<file path="src/rtl/riscv_pkg.sv">
// Shared fetch-side definitions: fetch FSM states, instruction size and the
// opcode constants used by the control unit.
package riscv_pkg;

   typedef enum logic [1:0] {
      IDLE,
      ISSUE,
      WAIT,
      DISCARD
   } fetch_state_t;

   localparam int INSTR_BYTES = 4;

   localparam logic [6:0] OP_IMM    = 7'b0010011;
   localparam logic [6:0] OP_BRANCH = 7'b1100011;

endpackage

</file>
<file path="src/rtl/instr_fetch_unit_fifo.sv">
// Small synchronous FIFO holding {pc, instruction} pairs; flush wins over push/pop
// and a push is accepted on a full FIFO when a pop happens in the same cycle.
module fetch_fifo #(
   parameter  int width = 64,
   parameter  int depth = 2,
   localparam int ptr_w = $clog2(depth),
   localparam int cnt_w = $clog2(depth + 1)
) (
   input  logic             clk,
   input  logic             rst_n,
   input  logic             push,
   input  logic [width-1:0] din,
   input  logic             pop,
   input  logic             flush,
   output logic             full,
   output logic             empty,
   output logic [cnt_w-1:0] count,
   output logic [width-1:0] head
);

   logic [width-1:0] mem [depth];
   logic [ptr_w-1:0] wr_ptr;
   logic [ptr_w-1:0] rd_ptr;
   logic             do_push;
   logic             do_pop;

   assign full    = (count == cnt_w'(depth));
   assign empty   = (count == '0);
   assign do_pop  = pop & ~empty;
   assign do_push = push & (~full | do_pop);
   assign head    = mem[rd_ptr];

   always_ff @(posedge clk) begin
      if (do_push && !flush) begin
         mem[wr_ptr] <= din;
      end
   end

   always_ff @(posedge clk or negedge rst_n) begin
      if (!rst_n) begin
         wr_ptr <= '0;
         rd_ptr <= '0;
         count  <= '0;
      end else if (flush) begin
         wr_ptr <= '0;
         rd_ptr <= '0;
         count  <= '0;
      end else begin
         if (do_push) wr_ptr <= wr_ptr + 1'b1;
         if (do_pop)  rd_ptr <= rd_ptr + 1'b1;
         case ({do_push, do_pop})
            2'b10:   count <= count + 1'b1;
            2'b01:   count <= count - 1'b1;
            default: count <= count;
         endcase
      end
   end

endmodule

</file>
<file path="src/rtl/instr_fetch_unit.sv">
// Instruction fetch: owns the PC, keeps at most one memory read outstanding and
// buffers returned words for decode; branch redirects flush buffered/in-flight work.
module instr_fetch_unit
   import riscv_pkg::*;
#(
   parameter int                     address_width = 32,
   parameter int                     data_width    = 32,
   parameter logic [address_width-1:0] RESET_PC    = '0,
   parameter int                     FIFO_DEPTH    = 2
) (
   input  logic                     clk,
   input  logic                     rst_n,
   output logic                     imem_req,
   output logic [address_width-1:0] imem_addr,
   input  logic                     imem_rvalid,
   input  logic [data_width-1:0]    imem_rdata,
   output logic                     instr_valid,
   output logic [data_width-1:0]    instr,
   output logic [address_width-1:0] instr_pc,
   input  logic                     instr_ready,
   input  logic                     redirect,
   input  logic [address_width-1:0] redirect_target,
   output logic                     misalign_err
);

   localparam int entry_w = address_width + data_width;
   localparam int cnt_w   = $clog2(FIFO_DEPTH + 1);

   fetch_state_t             state;
   fetch_state_t             state_nxt;
   logic [address_width-1:0] pc;
   logic [address_width-1:0] pc_nxt;
   logic                     push;
   logic                     pop;
   logic                     fifo_full;
   logic                     fifo_empty;
   logic [cnt_w-1:0]         fifo_count_unused;
   logic [entry_w-1:0]       fifo_head;

   fetch_fifo #(
      .width (entry_w),
      .depth (FIFO_DEPTH)
   ) u_fifo (
      .clk   (clk),
      .rst_n (rst_n),
      .push  (push),
      .din   ({pc, imem_rdata}),
      .pop   (pop),
      .flush (redirect),
      .full  (fifo_full),
      .empty (fifo_empty),
      .count (fifo_count_unused),
      .head  (fifo_head)
   );

   // Head is shown only while valid so idle outputs read as zero.
   assign instr_valid = ~fifo_empty;
   assign instr       = instr_valid ? fifo_head[data_width-1:0] : '0;
   assign instr_pc    = instr_valid ? fifo_head[entry_w-1:data_width] : '0;
   assign pop         = instr_valid & instr_ready;
   assign imem_addr   = imem_req ? pc : '0;

   always_comb begin
      state_nxt = state;
      pc_nxt    = pc;
      imem_req  = 1'b0;
      push      = 1'b0;
      case (state)
         IDLE:    state_nxt = ISSUE;
         // fifo_full reflects registered occupancy, so a same-cycle pop never
         // frees the slot a new request relies on.
         ISSUE: begin
            if (!fifo_full) begin
               imem_req  = 1'b1;
               state_nxt = WAIT;
            end
         end
         WAIT: begin
            if (imem_rvalid) begin
               push      = 1'b1;
               pc_nxt    = pc + address_width'(INSTR_BYTES);
               state_nxt = ISSUE;
            end
         end
         DISCARD: begin
            if (imem_rvalid) state_nxt = ISSUE;
         end
         default: state_nxt = IDLE;
      endcase

      if (redirect) begin
         push   = 1'b0;
         pc_nxt = {redirect_target[address_width-1:2], 2'b00};
         if ((state == WAIT || state == DISCARD) && imem_rvalid) begin
            state_nxt = ISSUE;
         end else if (state == WAIT || state == DISCARD || imem_req) begin
            state_nxt = DISCARD;
         end else begin
            state_nxt = ISSUE;
         end
      end
   end

   always_ff @(posedge clk or negedge rst_n) begin
      if (!rst_n) begin
         state        <= IDLE;
         pc           <= RESET_PC;
         misalign_err <= 1'b0;
      end else begin
         state <= state_nxt;
         pc    <= pc_nxt;
         if (redirect && (redirect_target[1:0] != 2'b00)) begin
            misalign_err <= 1'b1;
         end
      end
   end

endmodule

</file>
<file path="config.mk">
export PLATFORM = sky130hd
export DESIGN_NAME = instr_fetch_unit
export DESIGN_NICKNAME = d
export VERILOG_FILES = /design/src/rtl/riscv_pkg.sv /design/src/rtl/instr_fetch_unit_fifo.sv /design/src/rtl/instr_fetch_unit.sv
export SDC_FILE = /design/constraint.sdc
export NUM_CORES = 1
export LEC_CHECK = 0
export BUFFER_PORTS_ARGS = -buffer_cell sky130_fd_sc_hd__buf_2
export CORE_MARGIN = 2
export CORE_UTILIZATION = 25
export CTS_CLUSTER_DIAMETER = 150
export DETAILED_ROUTE_END_ITERATION = 6
export MAX_ROUTING_LAYER = met4
export PLACE_DENSITY = 0.41
export SYNTH_ARGS = -nofsm -noshare
export SYNTH_HDL_FRONTEND = slang
export SYNTH_HIERARCHICAL = 1
export SYNTH_SLANG_ARGS = --single-unit
</file>
<file path="constraint.sdc">
create_clock -name clk -period 7.7 [get_ports clk]
set_input_delay 1.54 -clock clk [delete_from_list [all_inputs] [get_ports clk]]
set_output_delay 1.54 -clock clk [all_outputs]
set_load 0.05 [all_outputs]
</file>
### Yosys cells after proc, flatten, opt, wreduce, memory -nomap -nowiden

Memory sizes are Yosys's and may differ from the RTL's.
Cells that the tools add are included.

| storage, ports and cells | value |
|---|---|
| input bits | 69 |
| ROM bits | 0 |
| output and inout bits | 99 |
| memories | 1 |
| word-level logic and storage cells | 68 |
| RAM bits | 128 |
| flip-flop bits (word level) | 39 |
| latch bits | 0 |

| operators by class | value |
|---|---|
| mux-type cells | 25 |
| equality and inequality tests | 8 |
| bitwise gates (word level) | 6 |
| shift-type cells | 0 |
| multipliers | 0 |
| $add $sub $neg | 5 |
| divide/modulo/power cells | 0 |
| magnitude comparators | 0 |
| reductions and logical operators | 17 |

Memories:

| name | depth | bits a word | read ports | clocked after Yosys merged registers in | write ports | line | text |
|---|---|---|---|---|---|---|---|
| u_fifo.mem | 2 | 64 | 1 | 0 | 1 | instr_fetch_unit_fifo.sv:21 | `logic [width-1:0] mem [depth];` |

Operators with widths:

| cell | number |
|---|---|
| $mux W32 | 6 |
| $add A32 B3 Y32 const B | 1 |
| $mux W2 | 6 |
| $mux W1 | 11 |
| $reduce_bool A2 Y1 | 5 |
| $eq A2 B2 Y1 const B | 4 |
| $pmux W2 S3 | 1 |
| $eq A2 B1 Y1 const B | 2 |
| $logic_not A2 Y1 | 2 |
| $pmux W2 S2 | 1 |
| $reduce_and A2 Y1 | 2 |
| $and A1 B1 Y1 | 3 |
| $logic_and A1 B1 Y1 | 3 |
| $ne A3 B1 Y1 const B | 1 |
| $ne A3 B3 Y1 const B | 1 |
| $reduce_bool A3 Y1 | 1 |
| $add A1 B1 Y1 const B | 2 |
| $add A2 B1 Y2 const B | 1 |
| $logic_or A1 B1 Y1 | 2 |
| $not A1 Y1 | 2 |
| $reduce_or A2 Y1 | 1 |
| $sub A2 B1 Y2 const B | 1 |
| $logic_not A1 Y1 | 1 |
| $or A1 B1 Y1 | 1 |

### Logic depth before layout (Yosys ltp)

| logic depth | value |
|---|---|
| depth in word-level cells | 9 |
| gate-level depth with buffers | 7 |
| depth with buffers taken out | 6 |

### Cells and area by module

Netlist, hierarchy kept.

By module, submodules not included:

| module | instances | cells an instance | area each (um^2) | sequential area each (um^2) |
|---|---|---|---|---|
| fetch_fifo | 1 | 224 | 4,875.9 | 3,943.8 |
| instr_fetch_unit | 1 | 306 | 2,496.1 | 825.8 |

### Least setup slack after synthesis

No wires, ideal clock.

| timing path | value |
|---|---|
| path type | input -> register |
| start | input redirect |
| end | memory u_fifo.mem[1][0] (enable) |
| data required time | 7.122 ns |
| setup time | 0.578 ns |
| buffers on the path | 2 |
| setup slack | 0.086 ns |
| arrival time | 7.036 ns |
| stages | 5 |
| cell sequence | clkbuf_1 buf_6 nor2_1 o21ai_2 nor3b_1 |

| on the way | value |
|---|---|
| cells in the longest elaborated chain, start to end | 5 |
| elaborated cells on any way between the ends | 6 |
| those cells by class | 3 x mux; 1 x bitwise; 2 x reduce/logical |

Ends and longest elaborated chain:

| item | line | text |
|---|---|---|
| from (decl) | instr_fetch_unit.sv:21 | `input logic redirect,` |
| $mux W1 | instr_fetch_unit.sv:91 | `if (redirect) begin` |
| via push | instr_fetch_unit.sv:33 | `logic push;` |
| $and A1 B1 Y1 | instr_fetch_unit_fifo.sv:30 | `assign do_push = push & (~full \| do_pop);` |
| $logic_and A1 B1 Y1 | instr_fetch_unit_fifo.sv:34 | `if (do_push && !flush) begin` |
| $mux W1 | instr_fetch_unit_fifo.sv:34 |  |
| $mux W1 (implied by the code) | instr_fetch_unit_fifo.sv:35 | `mem[wr_ptr] <= din;` |
| to (decl) | instr_fetch_unit_fifo.sv:21 |  |

The timed path passes the listed nets, and every way through them passes these cells.

### Worst setup path in the final report

| timing path | value |
|---|---|
| start | register u_fifo.count[0] |
| end | output imem_addr[16] |

| on the way | value |
|---|---|
| cells in the longest elaborated chain, start to end | 4 |

Ends and longest elaborated chain:

| item | line | text |
|---|---|---|
| from (decl) | instr_fetch_unit_fifo.sv:17 | `output logic [cnt_w-1:0] count,` |
| from (signal assigned) | instr_fetch_unit_fifo.sv:52 | `2'b10: count <= count + 1'b1;` |
| from (signal assigned) | instr_fetch_unit_fifo.sv:53 | `2'b01: count <= count - 1'b1;` |
| from (signal assigned) | instr_fetch_unit_fifo.sv:54 | `default: count <= count;` |
| $eq A2 B2 Y1 | instr_fetch_unit_fifo.sv:27 | `assign full = (count == cnt_w'(depth));` |
| via fifo_full | instr_fetch_unit.sv:35 | `logic fifo_full;` |
| $mux W1 | instr_fetch_unit.sv:73 | `if (!fifo_full) begin` |
| $mux W1 | instr_fetch_unit.sv:68 | `case (state)` |
| $mux W32 | instr_fetch_unit.sv:61 | `assign imem_addr = imem_req ? pc : '0;` |
| to (decl) | instr_fetch_unit.sv:14 | `output logic [address_width-1:0] imem_addr,` |

The timed path passes the listed nets, and every way through them passes these cells.

==> results.env <==
GRT_OVERFLOW_TOTAL=0
MAX-VDD-IR-DROP_uV=132
REGAREA_SQ_UM=4770
HP-CLASS='flop to flop'
GRT_START_MAX_NET_PINS=66
CORE_SQ_UM=28900
SETUP_VIOL_COUNT_FINAL=0
CRITICAL_PATH_PEAK_FANOUT=18
FINISH.CELL_COUNT_WITHOUT_FILLERS=1092
SYNTH_SEQ_AREA_SHARE_PCT=64.7
OUTCOME='complete, no violations'
DP_HPWL_MICRONS=12200
FINALWEIGHTEDCONGESTION=0.730
SYNTH_FF_TYPE='edfxtp_1'
POST-ROUTE-MIN-PERIOD_PS=4310
DIE_X_EXTENT_MICRONS=176
ANTENNA_VIOLATING_NETS_POST_ROUTE=0
CLOCK_INSERTION_DELAY_WORST_SKEW_PS=420
SYN-INSTANCE-COUNT=530
P_LEAK_uW=0.00350
POST_SYNTH_NUM_CELL_TYPES=44
GLOBAL_ROUTE_WIRE_LENGTH_BEFORE_REPAIR_MICRONS=28700
CTS.ROOT.BUFFER_CELL='clkbuf_16'
CRITPATHLAUNCHTYPE='flop'
WORST_CLOCK_SKEW_PS=7.79
UTILIZATION_PCT=31.7
SYN2LAYOUT_AREA_GROWTH_PCT=24.0
SYNTHTOPCELLSBYCOUNT='128 x edfxtp_1, 66 x mux2_2, 66 x nor2b_1'
TIMING.MAX_SLEW.REL_SLACK_PCT=21.4
SETUP-TNS-FINAL_PS=0
DETAIL_ROUTE.ITER0.VIOLATIONS=163
CLKSINKCOUNT=165
FINAL_LAYOUT_SIZE_SUFFIX_GT1_SHARE_PCT=40.1
ACHIEVABLE-FREQUENCY_MHz=232
YOSYS.CELL_COUNT.TOP_TYPE='edfxtp_1'
PLACE.DETAILED.INSTANCES=1061
POSTROUTEWIRELENGTH_MICRONS=18700
PORTION_OF_SYNTHESIZED_CELL_AREA_OCCUPIED_BY_THE_LEADING_CELL_TYPE_PCT=52.1
EFFECTIVE_UTILIZATION_AT_FLOORPLAN_PCT=25.5
PINS_OVER_SLEW_LIMIT=0
TIMING.FINAL.CRIT_SHARE_PCT=55.9
CLOCKBUFFERDEPTH=2
HOLD_VIOLATIONS=0
YS_SEQ_ELEMENTS=165
END_KIND='output pin'
VIA_PER_INST=4.24
TIGHTEST_SLEW_PS=1180
CTS_SETUP_BUFFERS=0
TIMING.CRITICAL_PATH.ARRIVAL_PS=2770
P_PER_AREA_nW_PER_UM2=253
INITIAL_ANTENNA_VIOLATION_COUNT=1
CTS_HOLD_BUF=0
CTS-BUFFERS-INSERTED=17
TIMING_WORST_SETUP_PATH_TYPE='flop to output pin'
DIEHEIGHT_MICRONS=176
LAYOUT.NETS=766
NETLIST_TOP_CELLS_AREA='edfxtp_1 52%, dfrtp_1 13%, mux2_2 10%, nor2b_1 5.6%, xor2_1 2.6%'
VIA_COUNT=4630
IO_BUFFERS=165
SYNTH_ENABLE_FLOP_CELLS=128
FILLCELLCOUNT=2942
SYNTH_LARGEST_AREA_CELL='edfxtp_1'
POST_DRT_WL_PER_CELL_MICRONS=17.1
GR-USAGE-ALL-LAYERS_PCT=12.7
CRITICAL_PATH_REQUIRED_PS=6160
POSTCTSRESIZEDCELLS=0
TOP_LEVEL_PORTS=168
WORST_SETUP_HOLD_PATH_CLK_SLEW_PS=70
SYNTHESIS.YOSYS.WARNINGS=6
POSTSYNTHAREAPERCELL_SQ_UM=13.9
DETAILEDROUTE.FIRSTPASSITERATIONCOUNT=6
FIN_WORST_HOLD_SLACK_PS=469
ASYNC_RESET_FF_SHARE_PCT=22.4
NUM_ANTENNA_CELLS=0
POST-ROUTE-DRC-COUNT=0
RSZ0062_AT_GRT='false'
SYN-CELL-AREA_SQ_UM=7370
MULTI_INPUT_COMB_AREA_SQ_UM=2430
FLOORPLAN.ROWS=62
MAX-CAP-VIOLATIONS=0
FP.DIEAREA_SQ_UM=30900
FIRST_GLOBAL_VIAS=5108
CLOCK_TREE_FROM_TRITONCTS='built'
CTS_MAX_LEVEL=4
## sequential cells by signal, indices dropped and copies added, names as in the netlist
name and cells:
u_fifo/count 2, pc 30, misalign_err 1, u_fifo/wr_ptr 1
state 2, u_fifo/mem 128, u_fifo/rd_ptr 1
## layer usage
layer | global-route usage, % | routed length [microns]
met1 | 16.2 | 8560
met2 | 20.7 | 9140
met3 | 2.79 | 775
met4 | 3.24 | 169
met5 | - | 0
## area by class of cell
class                      count  area share [%]
sequential                   165            52.2
multi-input combinational    336            26.6
inverter                       6           0.246
timing repair buffer         170            9.44
tap                          384            5.26
clock inverter                14            1.55
clock buffer                  17            4.65
## cell usage in the layout (no fill, tap or decap), types with 4 or more instances in the layout
cell type / synthesis / routed
clkinv_4: 0 / 5
nor2b_1: 66 / 66
nor2_1: 11 / 10
and3_1: 4 / 4
nand3_1: 13 / 13
o21ai_0: 19 / 19
nand2_1: 34 / 34
buf_2: 2 / 165
conb_1: 1 / 6
inv_6: 0 / 6
dfrtp_1: 37 / 36
clkbuf_16: 0 / 17
mux2_2: 66 / 66
buf_4: 3 / 5
o21ai_1: 13 / 13
inv_1: 6 / 6
and2_1: 30 / 30
xnor2_1: 7 / 7
edfxtp_1: 128 / 128
xor2_1: 22 / 22
nand4_1: 12 / 12
## worst max-delay path: stages (launching register included)
cell and delay, ps:
dfrtp_1 510, nand2b_1 190, inv_1 70, nor3b_2 750
buf_4 380, and2_1 180, buf_2 260
## report_power, final
| group | leakage (uW) | total, uW | internal, uW | switching (uW) |
|---|---|---|---|---|
| sequential | 0.00160 | 1040 | 996 | 39.5 |
| clock | 0.000272 | 823 | 452 | 371 |
| combinational | 0.00163 | 453 | 114 | 339 |
| total | 0.00350 | 2310 | 1560 | 750 |
## logic make-up (layout without fill, tap and decap cells)
logic type               after synthesis  count (layout)  synth area share, %
flip-flops                           165             165                 64.7
adder cells (fa/ha/maj)                1               1                0.170
AO/OA/AOI/OAI                         40              40                 2.94
other                                  1               6               0.0509
XOR/XNOR                              29              29                 3.45
multiplexers                          68              68                 10.4
buffers and inverters                 34             207                 2.83
AND/OR/NAND/NOR                      192             192                 15.4
## stage by stage
stage / worst slack, ps / total power [uW] / instance area, sq um
floorplan: 86.1 / 1380 / 7390
global placement: 3770 / 1510 / 8570
detailed placement: 3600 / 1520 / 8570
CTS: 3290 / 2360 / 9140
global route: 3080 / 2410 / 9140
finish: 3390 / 2310 / 9140
## final timing paths
check / from / to / slack [ps] / depth (start not counted)
worst min-delay path: misalign_err$_DFFE_PN0P_ / misalign_err$_DFFE_PN0P_ / 470 / 1
max in group asynchronous: rst_n / u_fifo/rd_ptr$_DFFE_PN0P_ / 5770 / 1
min in group asynchronous: rst_n / pc[25]$_DFFE_PN0P_ / 1260 / 1
worst max register to register: u_fifo/count[0]$_DFFE_PN0P_ / u_fifo/mem[1][0]$_DFFE_PP_ / 4610 / 6
worst max-delay path: u_fifo/count[0]$_DFFE_PN0P_ / imem_addr[16] / 3390 / 6
worst min register to register: misalign_err$_DFFE_PN0P_ / misalign_err$_DFFE_PN0P_ / 470 / 1
(Power assumes the default switching activity.)
